==> src/rtl/mext_sequencer_if.sv <==
`default_nettype none
// ============================================================================
// Module      : mext_sequencer_if
// Description : Execute-side and M-unit-side signal bundle for mext_sequencer.
// Revision    : 1.0
// ============================================================================
interface mext_sequencer_if #(
    parameter int XLEN = 32
);
    logic            mul_use;
    logic [2:0]      mul_opcode;
    logic [XLEN-1:0] operand1;
    logic [XLEN-1:0] operand2;
    logic            flush;
    logic            start;
    logic [2:0]      unit_op;
    logic [XLEN-1:0] unit_a;
    logic [XLEN-1:0] unit_b;
    logic            unit_abort;
    logic            done;
    logic [XLEN-1:0] unit_hi;
    logic [XLEN-1:0] unit_lo;
    logic            stall;
    logic            result_valid;
    logic [XLEN-1:0] result_m;
    logic            timeout_err;

    modport slave (
        input  mul_use, mul_opcode, operand1, operand2, flush, done, unit_hi, unit_lo,
        output start, unit_op, unit_a, unit_b, unit_abort, stall, result_valid,
               result_m, timeout_err
    );

    modport master (
        output mul_use, mul_opcode, operand1, operand2, flush, done, unit_hi, unit_lo,
        input  start, unit_op, unit_a, unit_b, unit_abort, stall, result_valid,
               result_m, timeout_err
    );
endinterface
`default_nettype wire

==> src/rtl/mext_sequencer.sv <==
`default_nettype none
// ============================================================================
// Module      : mext_sequencer
// Description : Execute-stage controller for the shared iterative mul/div unit.
// Revision    : 1.0
// ============================================================================
module mext_sequencer #(
    parameter int TIMEOUT = 40,
    parameter int XLEN    = 32
) (
    input  wire logic         clk,
    input  wire logic         rst,
    mext_sequencer_if.slave   bus
);
    localparam int            CW          = $clog2(TIMEOUT) + 1;
    localparam logic [2:0]    c_OP_MUL    = 3'b000;
    localparam logic [2:0]    c_CLS_MULSS = 3'd0;
    localparam logic [2:0]    c_CLS_MULSU = 3'd1;
    localparam logic [2:0]    c_CLS_MULUU = 3'd2;
    localparam logic [2:0]    c_CLS_DIVS  = 3'd3;
    localparam logic [2:0]    c_CLS_DIVU  = 3'd4;
    localparam logic [XLEN-1:0] c_MIN_INT = {1'b1, {(XLEN-1){1'b0}}};

    typedef enum logic [1:0] {
        S_IDLE  = 2'd0,
        S_START = 2'd1,
        S_BUSY  = 2'd2,
        S_DONE  = 2'd3
    } state_t;

    function automatic logic [2:0] class_of(input logic [2:0] op);
        logic [2:0] cls;
        case (op)
            3'b000, 3'b001: cls = c_CLS_MULSS;
            3'b010:         cls = c_CLS_MULSU;
            3'b011:         cls = c_CLS_MULUU;
            3'b100, 3'b110: cls = c_CLS_DIVS;
            default:        cls = c_CLS_DIVU;
        endcase
        return cls;
    endfunction

    // MUL and quotients take the low word; high products and remainders the high word
    function automatic logic [XLEN-1:0] select_word(input logic [2:0] op,
                                                    input logic [XLEN-1:0] hi,
                                                    input logic [XLEN-1:0] lo);
        return (op == 3'b000 || op == 3'b100 || op == 3'b101) ? lo : hi;
    endfunction

    state_t          r_state;
    logic [CW-1:0]   r_cnt;
    logic            r_start;
    logic            r_abort;
    logic [2:0]      r_op;
    logic [XLEN-1:0] r_a;
    logic [XLEN-1:0] r_b;
    logic [XLEN-1:0] r_result;
    logic            r_timeout_err;
    logic            r_c_valid;
    logic [2:0]      r_c_cls;
    logic [XLEN-1:0] r_c_a;
    logic [XLEN-1:0] r_c_b;
    logic [XLEN-1:0] r_c_hi;
    logic [XLEN-1:0] r_c_lo;

    logic            w_is_div;
    logic            w_is_rem;
    logic            w_div0;
    logic            w_ovf;
    logic            w_special;
    logic [XLEN-1:0] w_spec_res;
    logic [2:0]      w_cls;
    logic            w_hit;
    logic [XLEN-1:0] w_hit_res;
    logic [XLEN-1:0] w_unit_res;
    logic            w_active;

    assign w_is_div   = bus.mul_opcode[2];
    assign w_is_rem   = bus.mul_opcode[2] & bus.mul_opcode[1];
    assign w_div0     = w_is_div & (bus.operand2 == '0);
    assign w_ovf      = w_is_div & ~bus.mul_opcode[0] & (bus.operand1 == c_MIN_INT)
                        & (bus.operand2 == '1);
    assign w_special  = w_div0 | w_ovf;
    assign w_spec_res = w_div0 ? (w_is_rem ? bus.operand1 : '1)
                               : (w_is_rem ? '0 : c_MIN_INT);

    // Low product word is identical for every signedness, so MUL may reuse any mul class
    assign w_cls      = class_of(bus.mul_opcode);
    assign w_hit      = r_c_valid & (bus.operand1 == r_c_a) & (bus.operand2 == r_c_b)
                        & (((bus.mul_opcode == c_OP_MUL) & (r_c_cls <= c_CLS_MULUU))
                           | (w_cls == r_c_cls));
    assign w_hit_res  = select_word(bus.mul_opcode, r_c_hi, r_c_lo);
    assign w_unit_res = select_word(r_op, bus.unit_hi, bus.unit_lo);
    assign w_active   = (r_state == S_START) | (r_state == S_BUSY);

    always_ff @(posedge clk) begin
        if (rst) begin
            r_state       <= S_IDLE;
            r_cnt         <= '0;
            r_start       <= 1'b0;
            r_abort       <= 1'b0;
            r_op          <= '0;
            r_a           <= '0;
            r_b           <= '0;
            r_result      <= '0;
            r_timeout_err <= 1'b0;
            r_c_valid     <= 1'b0;
            r_c_cls       <= '0;
            r_c_a         <= '0;
            r_c_b         <= '0;
            r_c_hi        <= '0;
            r_c_lo        <= '0;
        end else begin
            r_start <= 1'b0;
            r_abort <= 1'b0;
            case (r_state)
                S_IDLE: begin
                    if (bus.mul_use) begin
                        r_op <= bus.mul_opcode;
                        r_a  <= bus.operand1;
                        r_b  <= bus.operand2;
                        if (w_special) begin
                            r_result <= w_spec_res;
                            r_state  <= S_DONE;
                        end else if (w_hit) begin
                            r_result <= w_hit_res;
                            r_state  <= S_DONE;
                        end else begin
                            r_start <= 1'b1;
                            r_state <= S_START;
                        end
                    end
                end
                S_START: begin
                    r_cnt   <= '0;
                    r_state <= bus.flush ? S_IDLE : S_BUSY;
                end
                S_BUSY: begin
                    if (bus.flush) begin
                        r_state <= S_IDLE;
                    end else if (bus.done) begin
                        r_c_valid <= 1'b1;
                        r_c_cls   <= class_of(r_op);
                        r_c_a     <= r_a;
                        r_c_b     <= r_b;
                        r_c_hi    <= bus.unit_hi;
                        r_c_lo    <= bus.unit_lo;
                        r_result  <= w_unit_res;
                        r_state   <= S_DONE;
                    end else if (r_cnt == CW'(TIMEOUT - 1)) begin
                        r_timeout_err <= 1'b1;
                        r_abort       <= 1'b1;
                        r_result      <= '0;
                        r_state       <= S_DONE;
                    end else begin
                        r_cnt <= r_cnt + CW'(1);
                    end
                end
                S_DONE:  r_state <= S_IDLE;
                default: r_state <= S_IDLE;
            endcase
        end
    end

    assign bus.start        = r_start;
    assign bus.unit_op      = r_op;
    assign bus.unit_a       = r_a;
    assign bus.unit_b       = r_b;
    // Flush kills the unit in the same cycle; a timeout abort follows one cycle later
    assign bus.unit_abort   = r_abort | (bus.flush & w_active & ~rst);
    assign bus.stall        = bus.mul_use & (r_state != S_DONE) & ~bus.flush;
    assign bus.result_valid = (r_state == S_DONE);
    assign bus.result_m     = r_result;
    assign bus.timeout_err  = r_timeout_err;
endmodule
`default_nettype wire

==> src/flat_wrapper.sv <==
// flat-port wrapper written by rule: the top's interface ports become plain ports
module mext_sequencer_flat 
#(
    parameter int TIMEOUT = 40,
    parameter int XLEN    = 32
)
  (clk, rst, bus_mul_use, bus_mul_opcode, bus_operand1, bus_operand2, bus_flush, bus_done, bus_unit_hi, bus_unit_lo, bus_start, bus_unit_op, bus_unit_a, bus_unit_b, bus_unit_abort, bus_stall, bus_result_valid, bus_result_m, bus_timeout_err);
  mext_sequencer_if #(.XLEN(XLEN)) bus_i ();
  input  wire logic clk;
  input  wire logic rst;
  input wire logic [$bits(bus_i.mul_use)-1:0] bus_mul_use;
  input wire logic [$bits(bus_i.mul_opcode)-1:0] bus_mul_opcode;
  input wire logic [$bits(bus_i.operand1)-1:0] bus_operand1;
  input wire logic [$bits(bus_i.operand2)-1:0] bus_operand2;
  input wire logic [$bits(bus_i.flush)-1:0] bus_flush;
  input wire logic [$bits(bus_i.done)-1:0] bus_done;
  input wire logic [$bits(bus_i.unit_hi)-1:0] bus_unit_hi;
  input wire logic [$bits(bus_i.unit_lo)-1:0] bus_unit_lo;
  output wire logic [$bits(bus_i.start)-1:0] bus_start;
  output wire logic [$bits(bus_i.unit_op)-1:0] bus_unit_op;
  output wire logic [$bits(bus_i.unit_a)-1:0] bus_unit_a;
  output wire logic [$bits(bus_i.unit_b)-1:0] bus_unit_b;
  output wire logic [$bits(bus_i.unit_abort)-1:0] bus_unit_abort;
  output wire logic [$bits(bus_i.stall)-1:0] bus_stall;
  output wire logic [$bits(bus_i.result_valid)-1:0] bus_result_valid;
  output wire logic [$bits(bus_i.result_m)-1:0] bus_result_m;
  output wire logic [$bits(bus_i.timeout_err)-1:0] bus_timeout_err;
  assign bus_i.mul_use = bus_mul_use;
  assign bus_i.mul_opcode = bus_mul_opcode;
  assign bus_i.operand1 = bus_operand1;
  assign bus_i.operand2 = bus_operand2;
  assign bus_i.flush = bus_flush;
  assign bus_i.done = bus_done;
  assign bus_i.unit_hi = bus_unit_hi;
  assign bus_i.unit_lo = bus_unit_lo;
  assign bus_start = bus_i.start;
  assign bus_unit_op = bus_i.unit_op;
  assign bus_unit_a = bus_i.unit_a;
  assign bus_unit_b = bus_i.unit_b;
  assign bus_unit_abort = bus_i.unit_abort;
  assign bus_stall = bus_i.stall;
  assign bus_result_valid = bus_i.result_valid;
  assign bus_result_m = bus_i.result_m;
  assign bus_timeout_err = bus_i.timeout_err;
  mext_sequencer #(.TIMEOUT(TIMEOUT), .XLEN(XLEN)) u_core (.clk(clk), .rst(rst), .bus(bus_i));
endmodule
==> config.mk <==
export PLATFORM = sky130hd
export DESIGN_NAME = mext_sequencer_flat
export DESIGN_NICKNAME = d
export VERILOG_FILES = /design/src/rtl/mext_sequencer_if.sv /design/src/rtl/mext_sequencer.sv /design/src/flat_wrapper.sv
export SDC_FILE = /design/constraint.sdc
export NUM_CORES = 1
export LEC_CHECK = 0
export BUFFER_PORTS_ARGS = -buffer_cell sky130_fd_sc_hd__buf_2
export CAP_MARGIN = 0
export CORE_UTILIZATION = 54
export DETAILED_ROUTE_END_ITERATION = 16
export PLACE_DENSITY = 0.84
export SLEW_MARGIN = 10
export SYNTH_ARGS = -nofsm -noshare
export SYNTH_HDL_FRONTEND = slang
export SYNTH_SLANG_ARGS = --single-unit
==> constraint.sdc <==
create_clock -name clk -period 3.3 [get_ports clk]
set_input_delay 0.99 -clock clk [delete_from_list [all_inputs] [get_ports clk]]
set_output_delay 0.99 -clock clk [all_outputs]
set_load 0.05 [all_outputs]
# [Word-level counts from Yosys, hierarchy flattened]
# Index checks and enable logic that the tools add are counted.
[word_totals] wordCells=120 reg_bits=243 in_bits=136 out_inout_bits=104
[op_classes] bitwise=24 eq_ne=29 n_mux=28 reduce_logical=22 magnitude_cmp=1 addsub=1
[op_table] cell="32-bit 2-to-1 mux" count=11
[op_table] cell="32-bit == test" count=2
[op_table] cell="32-bit == test (second input constant)" count=2
[op_table] cell="32-bit one-hot mux with 2 select lines" count=1
[op_table] cell="32-bit logical NOT" count=1
[op_table] cell="3-bit one-hot mux with 4 select lines" count=2
[op_table] cell="7-bit 2-to-1 mux" count=3
[op_table] cell="3-bit == test (second input constant)" count=6
[op_table] cell="2-bit 2-to-1 mux" count=7
[op_table] cell="7-bit one-hot mux with 2 select lines" count=1
[op_table] cell="1-bit bitwise AND" count=13
[op_table] cell="3-bit by 2-bit == test with 1-bit output (second input constant)" count=4
[op_table] cell="2-bit != test (second input constant)" count=5
[op_table] cell="2-bit one-hot mux with 4 select lines" count=1
[op_table] cell="4-bit AND reduction" count=2
[op_table] cell="2-bit OR reduction" count=4
[op_table] cell="4-bit OR reduction" count=2
[op_table] cell="7-bit by 1-bit adder with 7-bit output (second input constant)" count=1
[op_table] cell="7-bit by 6-bit == test with 1-bit output (second input constant)" count=1
[op_table] cell="1-bit inverter" count=7
[op_table] cell="3-bit by 1-bit == test with 1-bit output (second input constant)" count=2
[op_table] cell="3-bit logical NOT" count=2
[op_table] cell="5-bit AND reduction" count=1
[op_table] cell="2-bit == test (second input constant)" count=2
[op_table] cell="other kinds (13)" count=22

# [Longest topological paths before layout]
# Gate-level depths: netlist (run 1).
[depth] ltp_word=10 ltp_mapped=10 depth_no_buf=8

# [Worst setup path before layout (run 1)]
# OpenSTA, ideal clock, no wires.
[synth_path] path_type="in2out" from="input port bus_flush" to="output port bus_stall" cell_stages=1 slack_ns=0.162 arrival_time_ns=2.148 cell_sequence="nor3b_1"
[synth_between] elab_chain_cells=2
[synth_rtl] item="start: declaration" line_no="flat_wrapper.sv:15" rtl="input wire logic [$bits(bus_i.flush)-1:0] bus_flush;"
[synth_rtl] item="1-bit inverter (no source line)"
[synth_rtl] item="1-bit bitwise AND" line_no="mext_sequencer.sv:171" rtl="assign bus.stall = bus.mul_use & (r_state != S_DONE) & ~bus.flush;"
[synth_rtl] item="end: declaration" line_no="flat_wrapper.sv:24" rtl="output wire logic [$bits(bus_i.stall)-1:0] bus_stall;"
# Every way passes these cells.

# [Final worst setup path (run 1)]
[layout_path] from="input port bus_operand1[24]" to="register u_core.r_result[0], in the netlist u_core.bus.result_m[0]"
[layout_between] elab_chain_cells=7 word_cells_on_any_way=13
[layout_rtl] item="start: declaration" line_no="flat_wrapper.sv:13" rtl="input wire logic [$bits(bus_i.operand1)-1:0] bus_operand1;"
[layout_rtl] item="32-bit == test" line_no="mext_sequencer.sv:81" rtl="assign w_ovf = w_is_div & ~bus.mul_opcode[0] & (bus.operand1 == c_MIN_INT)"
[layout_rtl] item="1-bit bitwise AND" line_no="mext_sequencer.sv:81"
[layout_rtl] item="1-bit bitwise AND" line_no="mext_sequencer.sv:82" rtl="& (bus.operand2 == '1);"
[layout_rtl] item="1-bit OR" line_no="mext_sequencer.sv:83" rtl="assign w_special = w_div0 | w_ovf;"
[layout_rtl] item="32-bit 2-to-1 mux" line_no="mext_sequencer.sv:122" rtl="if (w_special) begin"
[layout_rtl] item="32-bit 2-to-1 mux" line_no="mext_sequencer.sv:118" rtl="if (bus.mul_use) begin"
[layout_rtl] item="32-bit one-hot mux with 2 select lines" line_no="mext_sequencer.sv:116" rtl="case (r_state)"
[layout_rtl] item="end signal: assignment" line_no="mext_sequencer.sv:123" rtl="r_result <= w_spec_res;"
[layout_rtl] item="end signal: assignment" line_no="mext_sequencer.sv:126" rtl="r_result <= w_hit_res;"
[layout_rtl] item="end signal: assignment" line_no="mext_sequencer.sv:148" rtl="r_result <= w_unit_res;"
[layout_rtl] item="end: declaration" line_no="mext_sequencer.sv:57" rtl="logic [XLEN-1:0] r_result;"
# Several ways; a longest one is shown, not always the timed one. The select of a mux whose other input is x is not followed.
# A chain may end at the register's enable or synchronous reset.

==> results.sh, run 1 <==
export IMPL_outcome="complete, no violations"
export IMPL_yosysTopAreaCellShare_pct=42.2
export IMPL_use_met3_pct=5.34
export IMPL_clkTransAtPathRegs_ns=0.06
export IMPL_avgSynthCellArea_um2=7.63
export IMPL_ir_drop_v=0.000369
export IMPL_p_switching_mw=2.45
export IMPL_clockBufferDepth=3
export IMPL_power_internal_mw=5.72
export IMPL_cts_buffers_inserted=26
export IMPL_routed_wl_mm=37.9
export IMPL_avgViaCountPerCell=6.01
export IMPL_hold_slack_ns=0.452
export IMPL_drtPass1Iterations=6
export IMPL_synth_top_area_cell="dfxtp_1"
export IMPL_synth_nets=1652
export IMPL_grt_usage_pct=33.8
export IMPL_grt_pass1_wl_mm=58.8
export IMPL_antenna_found_initial=0
export IMPL_synth_edf_count=0
export IMPL_cp_max_fo=22
export IMPL_preCtsSetupSlack_ns=-0.0853
export IMPL_synthArstFlopShare_pct=0
export IMPL_setup_ws_ns=0.426
export IMPL_grt_max_degree=207
export IMPL_worst_pin_slew_ns=1.07
export IMPL_cts_resized=0
export IMPL_ys_top_cells_by_area="dfxtp_1, nand2_1, a21oi_1"
export IMPL_hpwl_mm=26.4
export IMPL_first_iter_violations=1284
export IMPL_synthTopCellsByCount="nand2_1, dfxtp_1, a21oi_1, clkbuf_1, mux2_2"
export IMPL_ys_ff_latch=243
export IMPL_grt_pass1_vias=11146
export IMPL_overflow=0
export IMPL_total_power_mw=8.17
export IMPL_crit_type="input pin to flip-flop"
export IMPL_nets=1856
export IMPL_cts_tree="built"
export IMPL_die_width_um=148
export IMPL_clock_sinks=243
export IMPL_drive_above_1_share_pct=24.1
export IMPL_synth_flop_cell="dfxtp_1"
export IMPL_end_kind="flip-flop"
export IMPL_min_period_ns=2.87
export IMPL_max_freq_mhz=348
export IMPL_p_leak_nw=5.49
export IMPL_synth_area_um2=11500
export IMPL_hold_viol=0
export IMPL_power_frac_comb_pct=19.6
export IMPL_ant_nets=0
export IMPL_top_usage_layer="met2"
export IMPL_die_y_um=148
export IMPL_postCtsSetupBuffers=0
export IMPL_globalplace_congestion=0.969
export IMPL_h_tree_depth=1
export IMPL_num_rows=53
export IMPL_yosysSeqAreaShare_pct=42.2
export IMPL_core_area_um2=21000
export IMPL_num_vias=12076
export IMPL_timing_final_crit_share_pct=87.1
export IMPL_grtUsageMet1_pct=43.7
export IMPL_wl_per_cell_um=18.9
export IMPL_setup_violations=0
export IMPL_slew_violations=0
export IMPL_start_util_pct=55.0
export IMPL_clockPowerShare_pct=41.6
export IMPL_power_density_nw_per_um2=576
export IMPL_required_ns=3.77
export IMPL_slew_limit_headroom_pct=28.8
export IMPL_syn2layout_area_growth_pct=23.1
export IMPL_die_area_um2=21900
export IMPL_postCtsHoldBufs=0
export IMPL_io_buffers=239
export IMPL_hold_class="flip-flop to flip-flop"
export IMPL_worstPathArrival_ns=3.34
export IMPL_yosys_warnings=0
export IMPL_pwr_share_seq_pct=38.8
export IMPL_yosysUniqueCellTypes=49
export IMPL_yosysMostFrequentCell="nand2_1"
export IMPL_syn_inst=1510
export IMPL_skew_ns=0.0229
export IMPL_drc=0
export IMPL_startpoint_type="input pin"
export IMPL_use_met2_pct=54.2
export IMPL_cap_violations=0
export IMPL_p_sw_share_pct=30.0
export IMPL_clock_root_buffer="clkbuf_16"
export IMPL_grt_setup_unrepaired="false"
export IMPL_ios=240
export IMPL_clock_latency_ns=0.54
power groups by stage:
stage                     registers (mW)  logic (mW)  clock network (mW)
after detailed placement            3.23        1.57                   0
after global routing                3.18        1.70                3.55
final                               3.17        1.60                3.40
after floorplan                     3.55       0.717                   0
after CTS                           3.17        1.58                3.42
after global placement              3.23        1.55                   0
per-stage QoR:
| stage | instance area, um^2 | cells | util [%] | setup TNS, ns |
|---|---|---|---|---|
| final | 14200 | 2010 | 67.7 | 0 |
| after global routing | 14200 | 2009 | 67.7 | 0 |
| after CTS | 14200 | 2009 | 67.7 | 0 |
| after detailed placement | 13200 | 1961 | 62.9 | -1.59 |
| after global placement | 13200 | 1961 | 62.9 | -0.600 |
| after floorplan | 11500 | 1510 | - | 0 |
sequential cells by signal (all words and copies together) (netlist names):
register                cells
u_core.r_c_hi              32
u_core.r_abort              1
u_core.bus.result_m        32
u_core.r_c_valid            1
u_core.r_c_lo              32
u_core.bus.unit_op          3
u_core.r_c_b               32
u_core.r_c_cls              3
u_core.bus.timeout_err      1
u_core.bus.unit_b          32
u_core.r_state              2
u_core.r_cnt                7
u_core.bus.start            1
u_core.r_c_a               32
u_core.bus.unit_a          32
worst paths after layout:
check | start | to | slack, ns | depth (start not counted)
worst min-delay path | u_core.bus.timeout_err | u_core.bus.timeout_err | 0.45 | 1
worst max register to register | u_core.r_c_a[16] | u_core.bus.result_m[0] | 0.84 | 8
worst max-delay path | bus_operand1[24] | u_core.bus.result_m[0] | 0.43 | 9
worst min register to register | u_core.bus.timeout_err | u_core.bus.timeout_err | 0.45 | 1
cells in the final DEF, fill, tap and decap left out, types with 3 or more instances in the layout:
| master | netlist | layout |
|---|---|---|
| nand2_1 | 431 | 429 |
| dfxtp_1 | 243 | 243 |
| buf_2 | 5 | 238 |
| a21oi_1 | 236 | 235 |
| mux2_2 | 63 | 63 |
| nand4_1 | 57 | 57 |
| o21ai_0 | 49 | 49 |
| buf_4 | 1 | 49 |
| a31oi_1 | 34 | 34 |
| o211ai_1 | 32 | 32 |
| xnor2_1 | 30 | 30 |
| inv_1 | 29 | 27 |
| clkbuf_16 | 0 | 27 |
| nor4_1 | 23 | 23 |
| nor2_1 | 20 | 19 |
| nand2b_1 | 16 | 16 |
| o21ai_1 | 15 | 15 |
| nor2b_1 | 16 | 15 |
| xor2_1 | 9 | 9 |
| nand3_1 | 8 | 8 |
| bufinv_16 | 0 | 8 |
| buf_12 | 0 | 8 |
| nor3_1 | 8 | 7 |
| o22ai_1 | 7 | 7 |
| o2111ai_1 | 6 | 6 |
| ha_1 | 6 | 6 |
| clkinv_2 | 0 | 6 |
| a22oi_1 | 5 | 5 |
| or4_1 | 5 | 5 |
| nor4b_1 | 5 | 5 |
| a21o_1 | 4 | 4 |
| and3_1 | 5 | 4 |
| or3_1 | 3 | 3 |
| a2111o_1 | 3 | 3 |
| clkbuf_8 | 0 | 3 |
area by class of cell:
cell class | instances | area, um^2
diodes | 1 | 2.50
clock buffers | 32 | 724
clock inverters | 16 | 285
fillers | 1718 | 6770
inverters | 29 | 109
multi-input cells | 1118 | 6130
flip-flops and latches | 243 | 4860
well taps | 275 | 344
repair buffers | 296 | 1730
worst max-delay path: stages:
cell and delay (ns):
buf_2 0.10, or4_1 0.59, or4_1 0.52, nor4_1 0.19, a31oi_1 0.21, o311ai_4 0.15, buf_4 0.32, nand4_1 0.15
o21ai_0 0.12
cells by family (layout without fill, tap and decap cells):
logic type               after synthesis  in the layout  share of synthesized area (%)
adder cells (fa/ha/maj)                6              6                          0.651
buffers and inverters                149            373                           5.07
XOR/XNOR                              39             39                           2.96
other                                  0              1                              0
AO/OA/AOI/OAI                        400            400                           19.4
AND/OR/NAND/NOR                      608            608                           23.4
flip-flops                           243            243                           42.2
multiplexers                          65             65                           6.33
per-layer routing:
metal / wire length [um] / part of all wire, % / vias to the layer above
met1: 14900 / 39 / 5555
met4: 1920 / 5.1 / 0
met3: 3820 / 10 / 136
met2: 17300 / 46 / 732
met5: 0 / 0 / -
li1: - / - / 5653
No activity file was read; power rests on OpenSTA's default activity.
==> run 2, diff against run 1 <==
--- a/config.mk
+++ b/config.mk
@@ -5,6 +5,7 @@
 export SDC_FILE = /design/constraint.sdc
 export NUM_CORES = 1
 export LEC_CHECK = 0
+export ABC_AREA = 1
 export BUFFER_PORTS_ARGS = -buffer_cell sky130_fd_sc_hd__buf_2
 export CAP_MARGIN = 0
 export CORE_UTILIZATION = 54
==> results.sh, run 2 <==
export IMPL_critPathLaunch="u_core.r_state[0]"
export IMPL_cts_tree="built"
export IMPL_setup_ws_ns=0.540
export IMPL_die_width_um=150
export IMPL_nFillCells=1891
export IMPL_crit_type="flip-flop to primary output"
export IMPL_grt_pass1_vias=11210
export IMPL_avgViaCountPerCell=5.36
export IMPL_nets=2158
export IMPL_startpoint_type="flip-flop"
export IMPL_synthArstFlopShare_pct=0
export IMPL_dpl_cell_area_um2=13200
export IMPL_crit_path_end="bus_unit_abort"
export IMPL_routed_wl_mm=34.6
export IMPL_worstPathArrival_ns=1.77
export IMPL_synth_area_um2=11900
export IMPL_syn_inst=1832
export IMPL_skew_ns=0.00736
export IMPL_cts_buffers_inserted=26
export IMPL_die_area_um2=22600
export IMPL_slew_limit_headroom_pct=32.1
export IMPL_multiInputGateArea_um2=5740
export IMPL_max_freq_mhz=362
export IMPL_num_vias=12419
export IMPL_drtPass1Iterations=5
export IMPL_yosysTopAreaCellShare_pct=41.0
export IMPL_globalplace_congestion=0.908
export IMPL_final_cell_mix="nand2_1, o21ai_0, nor2_1"
export IMPL_clock_latency_ns=0.52
export IMPL_power_frac_comb_pct=41.1
export IMPL_clock_sinks=243
export IMPL_p_switching_mw=5.18
export IMPL_crit_buf_inv=2
export IMPL_slew_violations=0
export IMPL_antenna_found_initial=7
export IMPL_pwr_share_seq_pct=34.3
export IMPL_rr_startpoint="u_core.r_state[0]"
export IMPL_core_area_um2=21300
export IMPL_ys_ff_latch=243
export IMPL_grt_max_degree=234
export IMPL_postCtsSetupBuffers=0
export IMPL_min_period_ns=2.76
export IMPL_hold_class="flip-flop to flip-flop"
export IMPL_required_ns=2.31
export IMPL_synth_nets=1974
export IMPL_ant_nets=0
export IMPL_drive_above_1_share_pct=16.5
export IMPL_crit_path_max_incr_delay_ns=0.38
export IMPL_final_common_cell="nand2_1"
export IMPL_cp_max_fo=4
export IMPL_syn2layout_area_growth_pct=18.4
export IMPL_register_area_um2=4860
export IMPL_first_iter_violations=946
export IMPL_outcome="complete, no violations"
export IMPL_setup_violations=0
export IMPL_yosys_warnings=0
export IMPL_num_rows=53
export IMPL_crit_family="flip-flops"
export IMPL_synth_top_area_cell="dfxtp_1"
export IMPL_yosysMostFrequentCell="nand2_1"
export IMPL_die_y_um=150
export IMPL_grt_pass1_wl_mm=55.2
export IMPL_hpwl_mm=23.4
export IMPL_clock_root_buffer="clkbuf_16"
export IMPL_p_leak_nw=6.90
export IMPL_path_cells="inv_1, ha_1, a31o_2, buf_2"
export IMPL_overflow=0
export IMPL_avgSynthCellArea_um2=6.48
export IMPL_yosysUniqueCellTypes=36
export IMPL_wl_per_cell_um=14.9
export IMPL_ir_drop_v=0.000568
export IMPL_fin_area_um2=14100
export IMPL_h_tree_depth=1
export IMPL_synthTopCellsByCount="nand2_1, o21ai_0, nor2_1, dfxtp_1, inv_1"
export IMPL_grt_usage_pct=30.3
export IMPL_clkTransAtPathRegs_ns=0.06
export IMPL_synth_edf_count=0
export IMPL_power_density_nw_per_um2=831
export IMPL_cap_violations=0
export IMPL_setup_tns_ns=0
export IMPL_ios=240
export IMPL_grt_setup_unrepaired="false"
export IMPL_rrSetupSlack_ns=0.91
export IMPL_postCtsHoldBufs=0
export IMPL_rr_worst_depth=11
export IMPL_synth_flop_cell="dfxtp_1"
export IMPL_cts_resized=0
export IMPL_worst_pin_slew_ns=1.02
export IMPL_yosysSeqAreaShare_pct=41.0
export IMPL_ys_top_cells_by_area="dfxtp_1, nand2_1, o21ai_0"
export IMPL_power_internal_mw=6.51
export IMPL_hold_viol=0
export IMPL_reg2reg_to="u_core.r_cnt[6]"
export IMPL_p_sw_share_pct=44.3
export IMPL_io_buffers=239
export IMPL_start_util_pct=55.8
export IMPL_drc=0
export IMPL_timing_final_crit_share_pct=83.6
export IMPL_end_kind="primary output"
export IMPL_clockPowerShare_pct=24.6
export IMPL_crit_slowest_cell="dfxtp_1"
export IMPL_fin_util_pct=66.1
export IMPL_clockBufferDepth=3
export IMPL_preCtsSetupSlack_ns=0.253
export IMPL_cp_depth=4
[run 2: changes by cell type in the layout (fill, tap and decap cells not counted), moves of 27 or more]
cell / delta
buf_4: -34
a21oi_1: -60
nand4_1: -36
o21ai_0: +244
a31oi_1: -34
nand3_1: +46
nor2_1: +243
o211ai_1: -27
inv_1: +175
mux2_2: -63
[run 2: per-stage QoR]
stage                     hold slack [ns]  power (mW)  cells
after floorplan                     0.425        7.66   1832
after global placement              0.434        8.71   2263
after detailed placement            0.440        8.82   2263
after CTS                           0.449        11.7   2311
after global routing                0.465        12.4   2315
final                               0.450        11.7   2316
[run 2: kinds of logic (layout without fill, tap and decap cells)]
kind of cell	after synthesis	after routing	synth area share [%]
muxes	1	1	0.0843
adders and majority gates	6	6	0.632
other	0	5	0
AOI/OAI and AO/OA	482	482	20.7
buffers and inverters	323	527	10.8
xor gates and xnor gates	8	8	0.590
DFF	243	243	41.0
and+or+nand+nor	769	769	26.2
[run 2: area by class of cell]
cell class / instances / share of cell area, %
clock inverters: 9 / 0.498
inverters: 219 / 5.91
diodes: 5 / 0.0890
multi-input cells: 1266 / 40.8
repair buffers: 260 / 10.2
flip-flops and latches: 243 / 34.6
well taps: 275 / 2.45
clock buffers: 39 / 5.48
[run 2: worst min path at each step]
stage                            startpoint                 to  depth (start not counted)
after CTS                 u_core.r_c_lo[28]  u_core.r_c_lo[28]                          2
after floorplan            u_core.r_c_lo[0]   u_core.r_c_lo[0]                          2
after detailed placement  u_core.r_c_lo[18]  u_core.r_c_lo[18]                          2
after global placement    u_core.r_c_lo[16]  u_core.r_c_lo[16]                          2
after global routing       u_core.r_c_lo[1]   u_core.r_c_lo[1]                          2
final                     u_core.r_c_lo[10]  u_core.r_c_lo[10]                          2
[run 2: metal layers]
metal,GRT usage (%),share of wire [%],up-vias
met5,0,0.066,-
met4,10.7,3.1,4
li1,-,-,6216
met3,5.39,9.0,72
met1,40.5,43,5562
met2,48.9,45,565
[run 2: power by group through the flow]
stage / combinational (mW) / sequential, mW / clock, mW
after floorplan: 2.12 / 5.54 / 0
after global placement: 4.68 / 4.03 / 0
after detailed placement: 4.76 / 4.06 / 0
after CTS: 4.79 / 4.00 / 2.90
after global routing: 5.26 / 4.08 / 3.02
final: 4.80 / 4.01 / 2.88
[run 2: worst register-to-register path: cells and delay by family (launching register included)]
family / cells / cell delay (ns)
fa+ha+maj: 1 / 0.35
simple gates: 7 / 1.10
compound gates: 1 / 0.25
buf+inv: 2 / 0.19
flops: 1 / 0.38
==> run 3, diff against run 2 <==
--- a/config.mk
+++ b/config.mk
@@ -8,9 +8,9 @@
 export ABC_AREA = 1
 export BUFFER_PORTS_ARGS = -buffer_cell sky130_fd_sc_hd__buf_2
 export CAP_MARGIN = 0
-export CORE_UTILIZATION = 54
+export CORE_UTILIZATION = 50
 export DETAILED_ROUTE_END_ITERATION = 16
-export PLACE_DENSITY = 0.84
+export PLACE_DENSITY = 0.82
 export SLEW_MARGIN = 10
 export SYNTH_ARGS = -nofsm -noshare
 export SYNTH_HDL_FRONTEND = slang
==> constraint.sdc (replaced) <==
create_clock -name clk -period 2.2 [get_ports clk]
set_input_delay 0.66 -clock clk [delete_from_list [all_inputs] [get_ports clk]]
set_output_delay 0.66 -clock clk [all_outputs]
set_load 0.05 [all_outputs]
==> results.sh, run 3 (synthesized netlist as in run 2, its figures left out) <==
export IMPL_outcome="finished with violations"
export IMPL_violations="setup timing"
export IMPL_overflow=0
export IMPL_syn2layout_area_growth_pct=27.0
export IMPL_reg2reg_to="u_core.r_cnt[6]"
export IMPL_slew_violations=0
export IMPL_startpoint_type="flip-flop"
export IMPL_setup_violations=1
export IMPL_grt_max_degree=126
export IMPL_die_y_um=156
export IMPL_skew_ns=0.00765
export IMPL_h_tree_depth=1
export IMPL_postCtsHoldBufs=0
export IMPL_worst_pin_slew_ns=0.674
export IMPL_power_density_nw_per_um2=1210
export IMPL_hold_viol=0
export IMPL_holdPathStages=3
export IMPL_rr_worst_depth=11
export IMPL_fin_util_pct=64.4
export IMPL_clock_sinks=243
export IMPL_die_area_um2=24400
export IMPL_grt_usage_pct=29.3
export IMPL_p_sw_share_pct=43.5
export IMPL_clockBufferDepth=3
export IMPL_clkTransAtPathRegs_ns=0.06
export IMPL_end_kind="primary output"
export IMPL_grt_pass1_vias=11771
export IMPL_hp_start="bus_unit_hi[5]"
export IMPL_power_internal_mw=10.3
export IMPL_ant_nets=0
export IMPL_clock_root_buffer="clkbuf_16"
export IMPL_avgViaCountPerCell=5.18
export IMPL_grt_setup_unrepaired="true"
export IMPL_final_cell_mix="nand2_1, o21ai_0, nor2_1"
export IMPL_cp_max_fo=4
export IMPL_worstPathArrival_ns=1.55
export IMPL_routed_wl_mm=36.3
export IMPL_timing_final_crit_share_pct=101
export IMPL_num_rows=56
export IMPL_hpwl_mm=25.2
export IMPL_drc=0
export IMPL_first_iter_violations=795
export IMPL_cts_buffers_inserted=27
export IMPL_clockPowerShare_pct=25.1
export IMPL_num_vias=12719
export IMPL_holdPathEnd="u_core.r_c_hi[5]"
export IMPL_ir_drop_v=0.000703
export IMPL_hold_class="input pin to flip-flop"
export IMPL_globalplace_congestion=0.903
export IMPL_pwr_share_seq_pct=33.2
export IMPL_cap_violations=0
export IMPL_cts_tree="built"
export IMPL_fin_area_um2=15100
export IMPL_wl_per_cell_um=14.8
export IMPL_start_util_pct=50.7
export IMPL_final_common_cell="nand2_1"
export IMPL_setup_ws_ns=-0.0123
export IMPL_required_ns=1.54
export IMPL_drtPass1Iterations=5
export IMPL_crit_type="flip-flop to primary output"
export IMPL_p_leak_nw=7.45
export IMPL_clock_latency_ns=0.54
export IMPL_rrSetupSlack_ns=0.21
export IMPL_grt_pass1_wl_mm=57.7
export IMPL_nets=2259
export IMPL_preCtsSetupSlack_ns=-0.273
export IMPL_die_width_um=156
export IMPL_rr_startpoint="u_core.r_state[0]"
export IMPL_slew_limit_headroom_pct=54.6
export IMPL_io_buffers=239
export IMPL_max_freq_mhz=452
export IMPL_drive_above_1_share_pct=20.7
export IMPL_setup_tns_ns=-0.0123
export IMPL_power_frac_comb_pct=41.7
export IMPL_antenna_found_initial=4
export IMPL_p_switching_mw=7.92
export IMPL_dpl_cell_area_um2=14100
export IMPL_min_period_ns=2.21
export IMPL_core_area_um2=23400
export IMPL_ios=240
-- run 3: cell count changes in the layout (fill, tap and decap cells not counted), sizes merged --
cell | previous run | this run
buf | 260 | 360
clkinv | 10 | 2
clkbuf | 39 | 42
diode | 5 | 3
bufinv | 1 | 2
inv | 217 | 218
-- run 3: worst max path at each step --
stage / endpoint / start / slack (ns) / cells after the start
5_1_grt: bus_unit_abort / u_core.r_state[1] / -0.04 / 4
2_1_floorplan: bus_stall / u_core.r_state[0] / 0.1 / 2
4_1_cts: bus_unit_abort / u_core.r_state[1] / -0.04 / 4
3_3_place_gp: u_core.bus.result_m[14] / bus_operand2[31] / -0.22 / 14
6_report: bus_unit_abort / u_core.r_state[1] / -0.01 / 4
3_5_place_dp: u_core.bus.result_m[0] / bus_operand2[31] / -0.27 / 16
-- run 3: timing repair --
action,CTS,global route
gates cloned,0,0
buffers inserted,2,0
resized for setup,11,4
endpoints found under the setup margin,2,6
pin swaps,2,0
hold endpoints to repair,0,0
-- run 3: area by class of cell --
cell class | instances | area, um^2
repair buffers | 360 | 2300
well taps | 319 | 399
clock inverters | 3 | 68.8
inverters | 219 | 833
fillers | 2115 | 8320
multi-input cells | 1266 | 5770
flip-flops and latches | 243 | 4870
diodes | 3 | 7.51
clock buffers | 42 | 822
-- run 3: critical path, stage by stage, from the launching register on --
cell and delay [ns]:
dfxtp_4 0.37, inv_4 0.04, ha_4 0.24, a31o_4 0.22, buf_8 0.14
-- run 3: metal layers --
| layer | routed length (um) | global-route usage (%) | up-vias |
|---|---|---|---|
| met4 | 1000 | 10.1 | 2 |
| met5 | 10 | 0 | - |
| met1 | 15500 | 38.0 | 5658 |
| met3 | 3540 | 6.69 | 81 |
| li1 | - | - | 6408 |
| met2 | 16300 | 47.8 | 570 |
-- run 3: per-stage QoR --
| step | std cells | hold WS [ns] | total power [mW] |
|---|---|---|---|
| after floorplan | 1832 | 0.425 | 11.5 |
| after CTS | 2452 | 0.358 | 18.2 |
| after global routing | 2453 | 0.370 | 19.2 |
| after detailed placement | 2405 | 0.439 | 13.5 |
| after global placement | 2405 | 0.433 | 13.3 |
| final | 2455 | 0.365 | 18.2 |
-- run 3: power by group through the flow --
stage	registers, mW	clock network (mW)	logic, mW
detailed placement	6.09	0	7.42
floorplan	8.31	0	3.18
finish	6.04	4.58	7.59
global placement	6.04	0	7.30
global route	6.14	4.80	8.28
CTS	6.02	4.65	7.56
